--- config.mk ---
export PLATFORM = sky130hd
export DESIGN_NAME = serial_add_ctrl
export DESIGN_NICKNAME = d
export VERILOG_FILES = /design/src/rtl/serial_add_ctrl.sv
export SDC_FILE = /design/constraint.sdc
export NUM_CORES = 1
export LEC_CHECK = 0
export ABC_CLOCK_PERIOD_IN_PS = 4050
export CORE_MARGIN = 4
export CORE_UTILIZATION = 40
export DETAILED_ROUTE_END_ITERATION = 10
export PLACE_DENSITY_LB_ADDON = 0.1
export SLEW_MARGIN = 20
export SYNTH_ARGS = -nofsm -noshare
export SYNTH_HDL_FRONTEND = slang
export SYNTH_SLANG_ARGS = --single-unit
--- constraint.sdc ---
create_clock -name clk -period 4.05 [get_ports clk]
set_input_delay 0.6075 -clock clk [delete_from_list [all_inputs] [get_ports clk]]
set_output_delay 0.6075 -clock clk [all_outputs]
set_load 0.01 [all_outputs]
--- src/rtl/serial_add_ctrl.sv ---
// -----------------------------------------------------------------------------
// serial_add_ctrl
//
// Bit-serial adder controller. A single full-adder stage is reused across
// WIDTH cycles, LSB first, one bit per clock. Operands are taken with a
// valid/ready handshake and the result is offered on a second valid/ready
// handshake.
//
// Timing: operands are accepted on edge E0. Edges E1..E(WIDTH) each process
// one bit. out_valid is high from E(WIDTH) until the result handshake. The
// handshake edge returns the block to IDLE. The earliest following acceptance
// is one edge later, so one operation takes at least WIDTH+2 cycles.
//
// Parameters
//   WIDTH      operand/result width in bits (1..32)
//
// Ports
//   clk        sole clock, rising edge
//   rst_n      asynchronous active-low reset
//   in_valid   operand set presented
//   in_ready   block can accept operands (high only in IDLE)
//   a, b, cin  operands and carry-in, sampled on acceptance
//   sub        (SERIAL_ADD_SUB_EN only) subtract select, sampled on acceptance
//   out_valid  result available (high only in DONE)
//   out_ready  consumer takes result
//   sum, cout  result and final carry. They keep the last result until the
//              next operation completes.
//   busy       high while an operation is in progress or awaiting handshake
//
// Optional feature
//   `define SERIAL_ADD_SUB_EN adds the sub port. When sub=1, the block computes
//   a-b. It does this as a + ~b + 1 and ignores cin. cout is then the
//   "no borrow" flag, which is 1 when a >= b.
// -----------------------------------------------------------------------------
module serial_add_ctrl #(
  parameter int WIDTH = 8
) (
  input  logic             clk,
  input  logic             rst_n,
  input  logic             in_valid,
  output logic             in_ready,
  input  logic [WIDTH-1:0] a,
  input  logic [WIDTH-1:0] b,
  input  logic             cin,
`ifdef SERIAL_ADD_SUB_EN
  input  logic             sub,
`endif
  output logic             out_valid,
  input  logic             out_ready,
  output logic [WIDTH-1:0] sum,
  output logic             cout,
  output logic             busy
);

  // The counter only needs to hold 0..WIDTH-1.
  localparam int CNT_W = (WIDTH > 1) ? $clog2(WIDTH) : 1;

  typedef enum logic [1:0] {
    IDLE = 2'd0,
    RUN  = 2'd1,
    DONE = 2'd2
  } state_t;

  state_t             state_q, state_d;

  // Operand shift registers. Bit 0 is always the bit being processed.
  logic [WIDTH-1:0]   a_q, a_d;
  logic [WIDTH-1:0]   b_q, b_d;
  logic               carry_q, carry_d;
  logic [CNT_W-1:0]   count_q, count_d;

  // Result bits enter at the MSB side of the accumulator. The accumulator
  // is kept separate from sum_q so that the visible result stays unchanged
  // until the new one is complete.
  logic [WIDTH-1:0]   acc_q, acc_d;
  logic [WIDTH-1:0]   sum_q, sum_d;
  logic               cout_q, cout_d;

  logic               accept;
  logic               last_bit;
  logic               bit_s;
  logic               bit_c;
  logic [WIDTH:0]     acc_shift;
  logic [WIDTH-1:0]   b_eff;
  logic               carry_init;

  // ---------------------------------------------------------------------------
  // Single full-adder stage
  // ---------------------------------------------------------------------------
  assign bit_s     = a_q[0] ^ b_q[0] ^ carry_q;
  assign bit_c     = (a_q[0] & b_q[0]) | (a_q[0] & carry_q) | (b_q[0] & carry_q);
  assign acc_shift = {bit_s, acc_q};

  assign accept    = (state_q == IDLE) && in_valid;
  assign last_bit  = (count_q == CNT_W'(WIDTH - 1));

`ifdef SERIAL_ADD_SUB_EN
  // Two's-complement subtract: invert b and inject a carry of 1.
  assign b_eff      = sub ? ~b : b;
  assign carry_init = sub ? 1'b1 : cin;
`else
  assign b_eff      = b;
  assign carry_init = cin;
`endif

  // ---------------------------------------------------------------------------
  // FSM: state register
  // ---------------------------------------------------------------------------
  always_ff @(posedge clk or negedge rst_n) begin
    if (!rst_n) begin
      state_q <= IDLE;
    end else begin
      state_q <= state_d;
    end
  end

  // ---------------------------------------------------------------------------
  // FSM: next-state logic
  // ---------------------------------------------------------------------------
  always_comb begin
    state_d = state_q;
    case (state_q)
      IDLE: if (in_valid)  state_d = RUN;
      RUN:  if (last_bit)  state_d = DONE;
      DONE: if (out_ready) state_d = IDLE;
      default:             state_d = IDLE;
    endcase
  end

  // ---------------------------------------------------------------------------
  // FSM: outputs
  // ---------------------------------------------------------------------------
  always_comb begin
    in_ready  = 1'b0;
    out_valid = 1'b0;
    busy      = 1'b0;
    case (state_q)
      IDLE: in_ready  = 1'b1;
      RUN:  busy      = 1'b1;
      DONE: begin
        out_valid = 1'b1;
        busy      = 1'b1;
      end
      default: in_ready = 1'b0;
    endcase
  end

  assign sum  = sum_q;
  assign cout = cout_q;

  // ---------------------------------------------------------------------------
  // Datapath next-state
  // ---------------------------------------------------------------------------
  always_comb begin
    a_d     = a_q;
    b_d     = b_q;
    carry_d = carry_q;
    count_d = count_q;
    acc_d   = acc_q;
    sum_d   = sum_q;
    cout_d  = cout_q;
    case (state_q)
      IDLE: begin
        if (accept) begin
          a_d     = a;
          b_d     = b_eff;
          carry_d = carry_init;
          count_d = '0;
        end
      end
      RUN: begin
        a_d     = a_q >> 1;
        b_d     = b_q >> 1;
        carry_d = bit_c;
        count_d = count_q + CNT_W'(1);
        acc_d   = acc_shift[WIDTH:1];
        // On the final bit, the result is published straight from the
        // adder output. This makes sum/cout valid on the same edge that
        // enters DONE.
        if (last_bit) begin
          sum_d  = acc_shift[WIDTH:1];
          cout_d = bit_c;
        end
      end
      default: ;
    endcase
  end

  // ---------------------------------------------------------------------------
  // Datapath registers
  // ---------------------------------------------------------------------------
  always_ff @(posedge clk or negedge rst_n) begin
    if (!rst_n) begin
      a_q     <= '0;
      b_q     <= '0;
      carry_q <= 1'b0;
      count_q <= '0;
      acc_q   <= '0;
      sum_q   <= '0;
      cout_q  <= 1'b0;
    end else begin
      a_q     <= a_d;
      b_q     <= b_d;
      carry_q <= carry_d;
      count_q <= count_d;
      acc_q   <= acc_d;
      sum_q   <= sum_d;
      cout_q  <= cout_d;
    end
  end

endmodule

==> results of run 1 <==
==> layer usage <==
layer,part of all wire,up-vias,wire length (um)
met2,0.46,26,1320
li1,-,550,-
met1,0.47,531,1370
met4,0.018,0,51
met3,0.052,7,152
met5,0,-,0
==> critical path, cell delays in order (launching register included) <==
cell and delay, ps:
dfrtp_1 400, inv_1 90, ha_1 290, clkdlybuf4s50_1 590
==> worst paths after layout <==
kind                            startpoint          to  slack (ps)  cells past startpoint
worst max-delay path            state_q[0]    in_ready        1790                      3
min in group clk                    b_q[4]      b_q[4]         480                      2
worst min register to register      b_q[4]      b_q[4]         480                      2
worst max register to register  state_q[1]  count_q[2]        2000                      6
max in group asynchronous            rst_n      sum[2]        3100                      1
worst min-delay path                 rst_n      b_q[2]         420                      1
==> registers in the layout, summed over array words and instances (netlist names) <==
name,flops
sum,8
cout,1
b_q,8
count_q,3
acc_q,7
carry_q,1
a_q,8
state_q,2
==> cells in the mapped netlist <==
master	n
o31ai_1	1
clkbuf_2	1
nand2b_1	3
nor2b_1	1
mux2i_2	1
a31oi_1	4
inv_1	4
a32o_1	2
dfrtp_1	38
a21oi_1	2
ha_1	5
mux2i_1	15
fa_1	1
buf_2	1
o21ai_0	15
nand2_1	18
nand2_2	1
buf_6	3
and3_1	2
mux2_2	16
buf_4	1
o21ai_1	2
==> power by group <==
part           internal [mW]  switching (mW)  leakage [nW]  total (mW)
registers              0.542          0.0905         0.484       0.632
logic                  0.316           0.290         0.448       0.605
clock network          0.263           0.130        0.0714       0.393
total                   1.12           0.510          1.00        1.63
==> cells by family after synthesis <==
kind of cell,count (synthesis)
flip-flops,38
AO/OA/AOI/OAI,26
adder cells (fa/ha/maj),6
buffers and inverters,10
multiplexers,32
AND/OR/NAND/NOR,25
==> through the flow <==
step	hold slack [ps]	worst slack (ps)	total power, mW
2_1_floorplan	312	2530	1.09
3_3_place_gp	461	2070	1.23
3_5_place_dp	471	2010	1.25
4_1_cts	455	1770	1.65
5_1_grt	494	1690	1.75
6_report	420	1790	1.63
==> final cells by class <==
type	count	area, um2	share of cell area
clock inverters	2	60.1	0.0275
flip-flops and latches	38	951	0.435
repair buffers	34	330	0.151
well taps	50	62.6	0.0286
multi-input cells	89	686	0.314
clock buffers	6	82.6	0.0378
inverters	4	15.0	0.00686
==> layout by cell type (no fill, tap or decap), drive strengths merged <==
cell           Yosys  routed
mux2              16      16
buf                5       3
nand2b             3       3
bufinv             0       2
a31oi              4       4
mux2i             16      16
a32o               2       2
clkbuf             1       6
o31ai              1       1
fa                 1       1
nor2b              1       1
ha                 5       5
and3               2       2
nand2             19      19
a21oi              2       2
o21ai             17      17
inv                4       4
clkdlybuf4s50      0      31
dfrtp             38      38
==> results.ini, run 1 <==
[synth]
synth_cells=137
synth_top_area_cell=dfrtp_1
synth_xor_area_frac=0
yosysUniqueCellTypes=22
synth_area_leaders=dfrtp_1, mux2_2, mux2i_1
yosysSeqAreaShare=0.558
synthMuxAreaShare=0.202
synth_compound_area_frac=0.0867
synth_top_family_by_area=multiplexers
synth-seq-cells=38
synth-simple-area-share=0.0654
synth_fa_ha_area_frac=0.0485
synth_warnings=0
syn-num-nets=164
syn_area_per_cell_um2=12.4
syn_area_um2=1700
synth_top_cell_area_share=0.558

[global_route]
grt_usage=0.125
busiest_layer=met2
grt_max_degree=39
use_met2=0.193
gr-usage-met1=0.158
grt_pass1_vias=1164
overflow=0
antenna_found_initial=0
grt_pass1_wl_um=5160
grt_util_met3=0.0441

[route]
ant_nets=0
dr.pass1.iters=4
drtIter0Drc=62
routed_via_density=5.00
route.detailed.drc=0
drt-wirelength-per-cell_um=13.0
wl_um=2900
vias=1114

[power_and_ir_drop]
leakage_nw=1.00
power.density_nw_per_um2=745
ir_drop_v=0.000398

[min_path]
hold_class=primary input to asynchronous set/reset pin

[place]
dpl.cell_count=215
port_buffers=32
placed_area_um2=2040
gp_congestion=0.745
dp_hpwl_um=2010

[cells_and_area]
instances_no_fill=223
area_growth_pct=28.4
antenna_cells=0
final_layout_size_suffix_gt1_frac=0.168
final_cell_area_um2=2190
nFillCells=352
layout.nets=199
final_core_util=0.539

[critical_path]
worstPathArrival_ps=1650
end_kind=output pin
criticalPathCategory=flip-flop to output pin
worst_setup_path_start_kind=flip-flop
crit_required_ps=3440
critical_path.max_fanout=7

[timing]
slew_headroom=0.445
skew_ps=4.20
finalSetupViolations=0
fmax_mhz=442
final_hold_viol_count=0
min_period_ps=2260
tns_ps=0
rsz0062_at_grt=false
min_period_over_period=0.558
tightest_slew_ps=833
drv_slew=0

[clock_network]
cts_tree=built
post_cts_buffers=0
clock_latency_ps=280
clockBufferDepth=2
htree_levels=2
cts.sinks=38
path_clk_slew_ps=70
postCtsResizedCells=0
hold_buffers=0
cts_root_buf=clkbuf_8
numCtsBuffers=5

[floorplanning]
core_area_um2=4060
fp.dieH_um=73.2
rows=23
dieArea_um2=5360
initial_utilization=0.420
die_x_um=73.2
io_pins=33

[run]
cap_violations=0

[status]
status=complete, no violations

Power figures use the tool's default switching activity.
==> inputs of run 2 (changes only) <==
--- a/config.mk
+++ b/config.mk
@@ -5,7 +5,7 @@
 export SDC_FILE = /design/constraint.sdc
 export NUM_CORES = 1
 export LEC_CHECK = 0
-export ABC_CLOCK_PERIOD_IN_PS = 4050
+export ABC_CLOCK_PERIOD_IN_PS = 2300
 export CORE_MARGIN = 4
 export CORE_UTILIZATION = 40
 export DETAILED_ROUTE_END_ITERATION = 10
==> constraint.sdc (replaced) <==
create_clock -name clk -period 2.3 [get_ports clk]
set_input_delay 0.345 -clock clk [delete_from_list [all_inputs] [get_ports clk]]
set_output_delay 0.345 -clock clk [all_outputs]
set_load 0.01 [all_outputs]
==> run 2 against run 1 <==
Sequential share of layout area is 0.15 points lower. Register-to-register slack worse by 1300 ps. Clock skew increased by 5.1 ps. Critical path depth is the same. Via count grew 0.90%. Largest power group unchanged. Highest routed layer unchanged.
==> results.ini, run 2 (same netlist as run 1, synthesis figures left out) <==
[timing]
fmax_mhz=503
tightest_slew_ps=833
rsz0062_at_grt=false
final_hold_viol_count=0
min_period_over_period=0.865
final.setup.worst_slack_ps=310
drv_slew=0
tns_ps=0
skew_ps=9.26
finalSetupViolations=0
min_period_ps=1990
slew_headroom=0.445

[cells_and_area]
area_growth_pct=28.9
final_layout_size_suffix_gt1_frac=0.172
final_common_cell=dfrtp_1
layout.nets=200
instances_no_fill=224
final_cell_mix=dfrtp_1, clkdlybuf4s50_1, nand2_1
antenna_cells=0

[critical_path]
crit_path_top_delay_cell=clkdlybuf4s50_1
cp_cell_sequence=inv_1 -> ha_1 -> clkdlybuf4s50_1
r2r_cells=5
crit_required_ps=1960
criticalPathCategory=flip-flop to output pin
max_stage_delay_ps=590
critical_path.max_fanout=7
end_kind=output pin
worstPathArrival_ps=1640
worst_setup_path_start_kind=flip-flop

[power_and_ir_drop]
p_int_mw=1.98
switching_share=0.311
seqPwrFrac=0.388
leakage_nw=1.01
ir_drop_v=0.000621
finalPower_mw=2.87
pwr-share-clk=0.239
p_sw_mw=0.892
power.density_nw_per_um2=1310
comb_power_share=0.373

[place]
dp_hpwl_um=2090
port_buffers=32
preCtsSetupSlack_ps=637
gp_congestion=0.755
dpl.cell_count=216

[clock_network]
postCtsResizedCells=0
numCtsBuffers=5
htree_levels=2
cts_tree=built
cts_root_buf=clkbuf_8
path_clk_slew_ps=80
clock_latency_ps=280
post_cts_buffers=0
hold_buffers=0
cts.sinks=38
clockBufferDepth=2

[global_route]
antenna_found_initial=0
grt_pass1_wl_um=5070
grt_pass1_vias=1158
overflow=0
grt_usage=0.123
grt_max_degree=39

[status]
status=complete, no violations

[min_path]
hold_class=primary input to asynchronous set/reset pin

[route]
dr.pass1.iters=5
route.detailed.drc=0
vias=1124
drt-wirelength-per-cell_um=13.0
drtIter0Drc=39
wl_um=2920
routed_via_density=5.02
ant_nets=0

[floorplanning]
rows=23
fp.dieH_um=73.2
core_area_um2=4060
io_pins=33
dieArea_um2=5360
initial_utilization=0.420
die_x_um=73.2

[run]
cap_violations=0

-- run 2: cell count changes in the layout (fill, tap and decap cells not counted), sizes merged --
| cell | change |
|---|---|
| buf | +1 |
-- run 2: final timing paths --
kind / from / endpoint / slack, ps
worst max-delay path: state_q[1] / in_ready / 310
worst min-delay path: rst_n / b_q[3] / 160
worst max register to register: state_q[1] / b_q[3] / 700
worst min register to register: b_q[4] / b_q[4] / 490
max in group asynchronous: rst_n / a_q[7] / 1620
min in group clk: b_q[4] / b_q[4] / 490
-- run 2: layout make-up --
| type | count | area (um2) |
|---|---|---|
| Clock inverter | 2 | 60.1 |
| Tap cell | 50 | 62.6 |
| Sequential cell | 38 | 951 |
| Timing Repair Buffer | 35 | 338 |
| Inverter | 4 | 15.0 |
| Clock buffer | 6 | 82.6 |
| Fill cell | 352 | 1860 |
| Multi-Input combinational cell | 89 | 686 |
-- run 2: metal layers --
| metal | vias up | global-route usage | part of all wire |
|---|---|---|---|
| met1 | 545 | 0.159 | 0.47 |
| met3 | 4 | 0.0331 | 0.045 |
| met5 | - | 0 | 0 |
| li1 | 551 | - | - |
| met4 | 0 | 0.0615 | 0.011 |
| met2 | 24 | 0.191 | 0.47 |
-- run 2: power by group through the flow --
stage	combinational (mW)	sequential, mW	clock, mW
floorplan	0.805	1.11	0
global placement	1.06	1.12	0
detailed placement	1.08	1.13	0
CTS	1.09	1.12	0.711
global route	1.21	1.16	0.736
finish	1.07	1.11	0.687
-- run 2: worst max-delay path, delay by kind of cell (launching register included) --
family / cells / cell delay, ps
fa+ha+maj: 1 / 280
buf+inv: 2 / 680
flops: 1 / 410
-- run 2: through the flow --
stage          utilization  area [um2]  hold WS (ps)
3_3_place_gp         0.506        2050           461
3_5_place_dp         0.506        2050           470
5_1_grt              0.541        2190           232
2_1_floorplan            -        1700          49.4
6_report             0.541        2190           161
4_1_cts              0.541        2190           184
==> inputs of run 3 (changes only) <==
--- a/config.mk
+++ b/config.mk
@@ -10,7 +10,9 @@
 export CORE_UTILIZATION = 40
 export DETAILED_ROUTE_END_ITERATION = 10
 export PLACE_DENSITY_LB_ADDON = 0.1
+export RECOVER_POWER = 25
 export SLEW_MARGIN = 20
 export SYNTH_ARGS = -nofsm -noshare
 export SYNTH_HDL_FRONTEND = slang
 export SYNTH_SLANG_ARGS = --single-unit
+export TNS_END_PERCENT = 30
==> run 3 against run 2 <==
Maximum frequency is the same. Largest cell class unchanged. Critical endpoint unchanged. Sequential power is essentially flat. Utilization is the same. Critical path type unchanged. Worst setup slack is the same. Non-clock buffer count is the same.
==> results.ini, run 3 (same netlist as run 1, synthesis figures left out) <==
[cells_and_area]
final_cell_area_um2=2190
antenna_cells=0
final_layout_size_suffix_gt1_frac=0.172
layout.nets=200
final_cell_mix=dfrtp_1, clkdlybuf4s50_1, nand2_1
final_core_util=0.541
instances_no_fill=224
final_common_cell=dfrtp_1
area_growth_pct=28.9

[floorplanning]
core_area_um2=4060
initial_utilization=0.420
dieArea_um2=5360
rows=23
io_pins=33
fp.dieH_um=73.2
die_x_um=73.2

[power_and_ir_drop]
switching_share=0.311
leakage_nw=1.01
p_sw_mw=0.892
seqPwrFrac=0.388
p_int_mw=1.98
comb_power_share=0.373
ir_drop_v=0.000621
power.density_nw_per_um2=1310
pwr-share-clk=0.239

[route]
drtIter0Drc=39
vias=1124
dr.pass1.iters=5
route.detailed.drc=0
ant_nets=0
drt-wirelength-per-cell_um=13.0
wl_um=2910
routed_via_density=5.02

[clock_network]
clock_latency_ps=280
cts_root_buf=clkbuf_8
hold_buffers=0
postCtsResizedCells=0
numCtsBuffers=5
htree_levels=2
clockBufferDepth=2
path_clk_slew_ps=80
post_cts_buffers=0
cts.sinks=38
cts_tree=built

[global_route]
grt_pass1_vias=1158
grt_pass1_wl_um=5070
overflow=0
grt_usage=0.123
antenna_found_initial=0
grt_max_degree=39

[critical_path]
end_kind=output pin
r2r_end=b_q[3]
ff2ff_setup_slack_ps=700
r2r_cells=5
worst_setup_path_start_kind=flip-flop
worstPathArrival_ps=1640
r2r-start=state_q[1]
crit_required_ps=1960
criticalPathCategory=flip-flop to output pin
critical_path.max_fanout=7

[run]
cap_violations=0

[timing]
skew_ps=9.26
tightest_slew_ps=933
final_hold_viol_count=0
min_period_ps=1990
finalSetupViolations=0
holdWs_ps=194
slew_headroom=0.378
tns_ps=0
rsz0062_at_grt=false
fmax_mhz=503
drv_slew=0
min_period_over_period=0.865

[place]
port_buffers=32
placed_area_um2=2050
dpl.cell_count=216
dp_hpwl_um=2090
gp_congestion=0.755

[min_path]
hold_class=primary input to asynchronous set/reset pin

[status]
status=complete, no violations

==> run 3: cell count changes in the layout (fill, tap and decap cells not counted) <==
cell	before	now
buf_2	1	0
clkbuf_2	0	1
==> run 3: metrics by stage <==
stage	power, mW	setup WS, ps
finish	2.87	310
floorplan	1.92	785
global placement	2.18	649
global route	3.10	197
CTS	2.92	300
detailed placement	2.22	637
==> run 3: how the worst max path moves through the flow <==
stage | startpoint | end | slack (ps) | depth (start not counted)
after floorplan | state_q[0] | a_q[0] | 780 | 5
after global placement | state_q[0] | in_ready | 650 | 3
after detailed placement | state_q[1] | in_ready | 640 | 3
after CTS | state_q[0] | in_ready | 300 | 3
after global routing | state_q[1] | in_ready | 200 | 3
final | state_q[1] | in_ready | 310 | 3
==> run 3: worst max-delay path, cell delays in order (launching register included) <==
cell and delay [ps]:
dfrtp_1 410, inv_1 90, ha_1 280, clkdlybuf4s50_1 590
==> run 3: routing by layer <==
layer  vias up  track usage  share of wire  wire length (um)
li1        551            -              -                 -
met1       545        0.159           0.47              1380
met4         0       0.0615          0.011                31
met3         4       0.0331          0.045               130
met2        24        0.191           0.47              1380
met5         -            0              0                 0
==> run 3: power by group through the flow <==
stage               clock network (mW)  logic [mW]  registers (mW)
floorplan                            0       0.805            1.11
finish                           0.687        1.07            1.11
CTS                              0.711        1.09            1.12
global placement                     0        1.06            1.12
detailed placement                   0        1.08            1.13
global route                     0.736        1.21            1.16
==> run 3: final cells by class <==
type                            count  area, um2
Fill cell                         352       1860
Inverter                            4       15.0
Multi-Input combinational cell     89        686
Sequential cell                    38        951
Timing Repair Buffer               35        338
Tap cell                           50       62.6
Clock buffer                        6       82.6
Clock inverter                      2       60.1
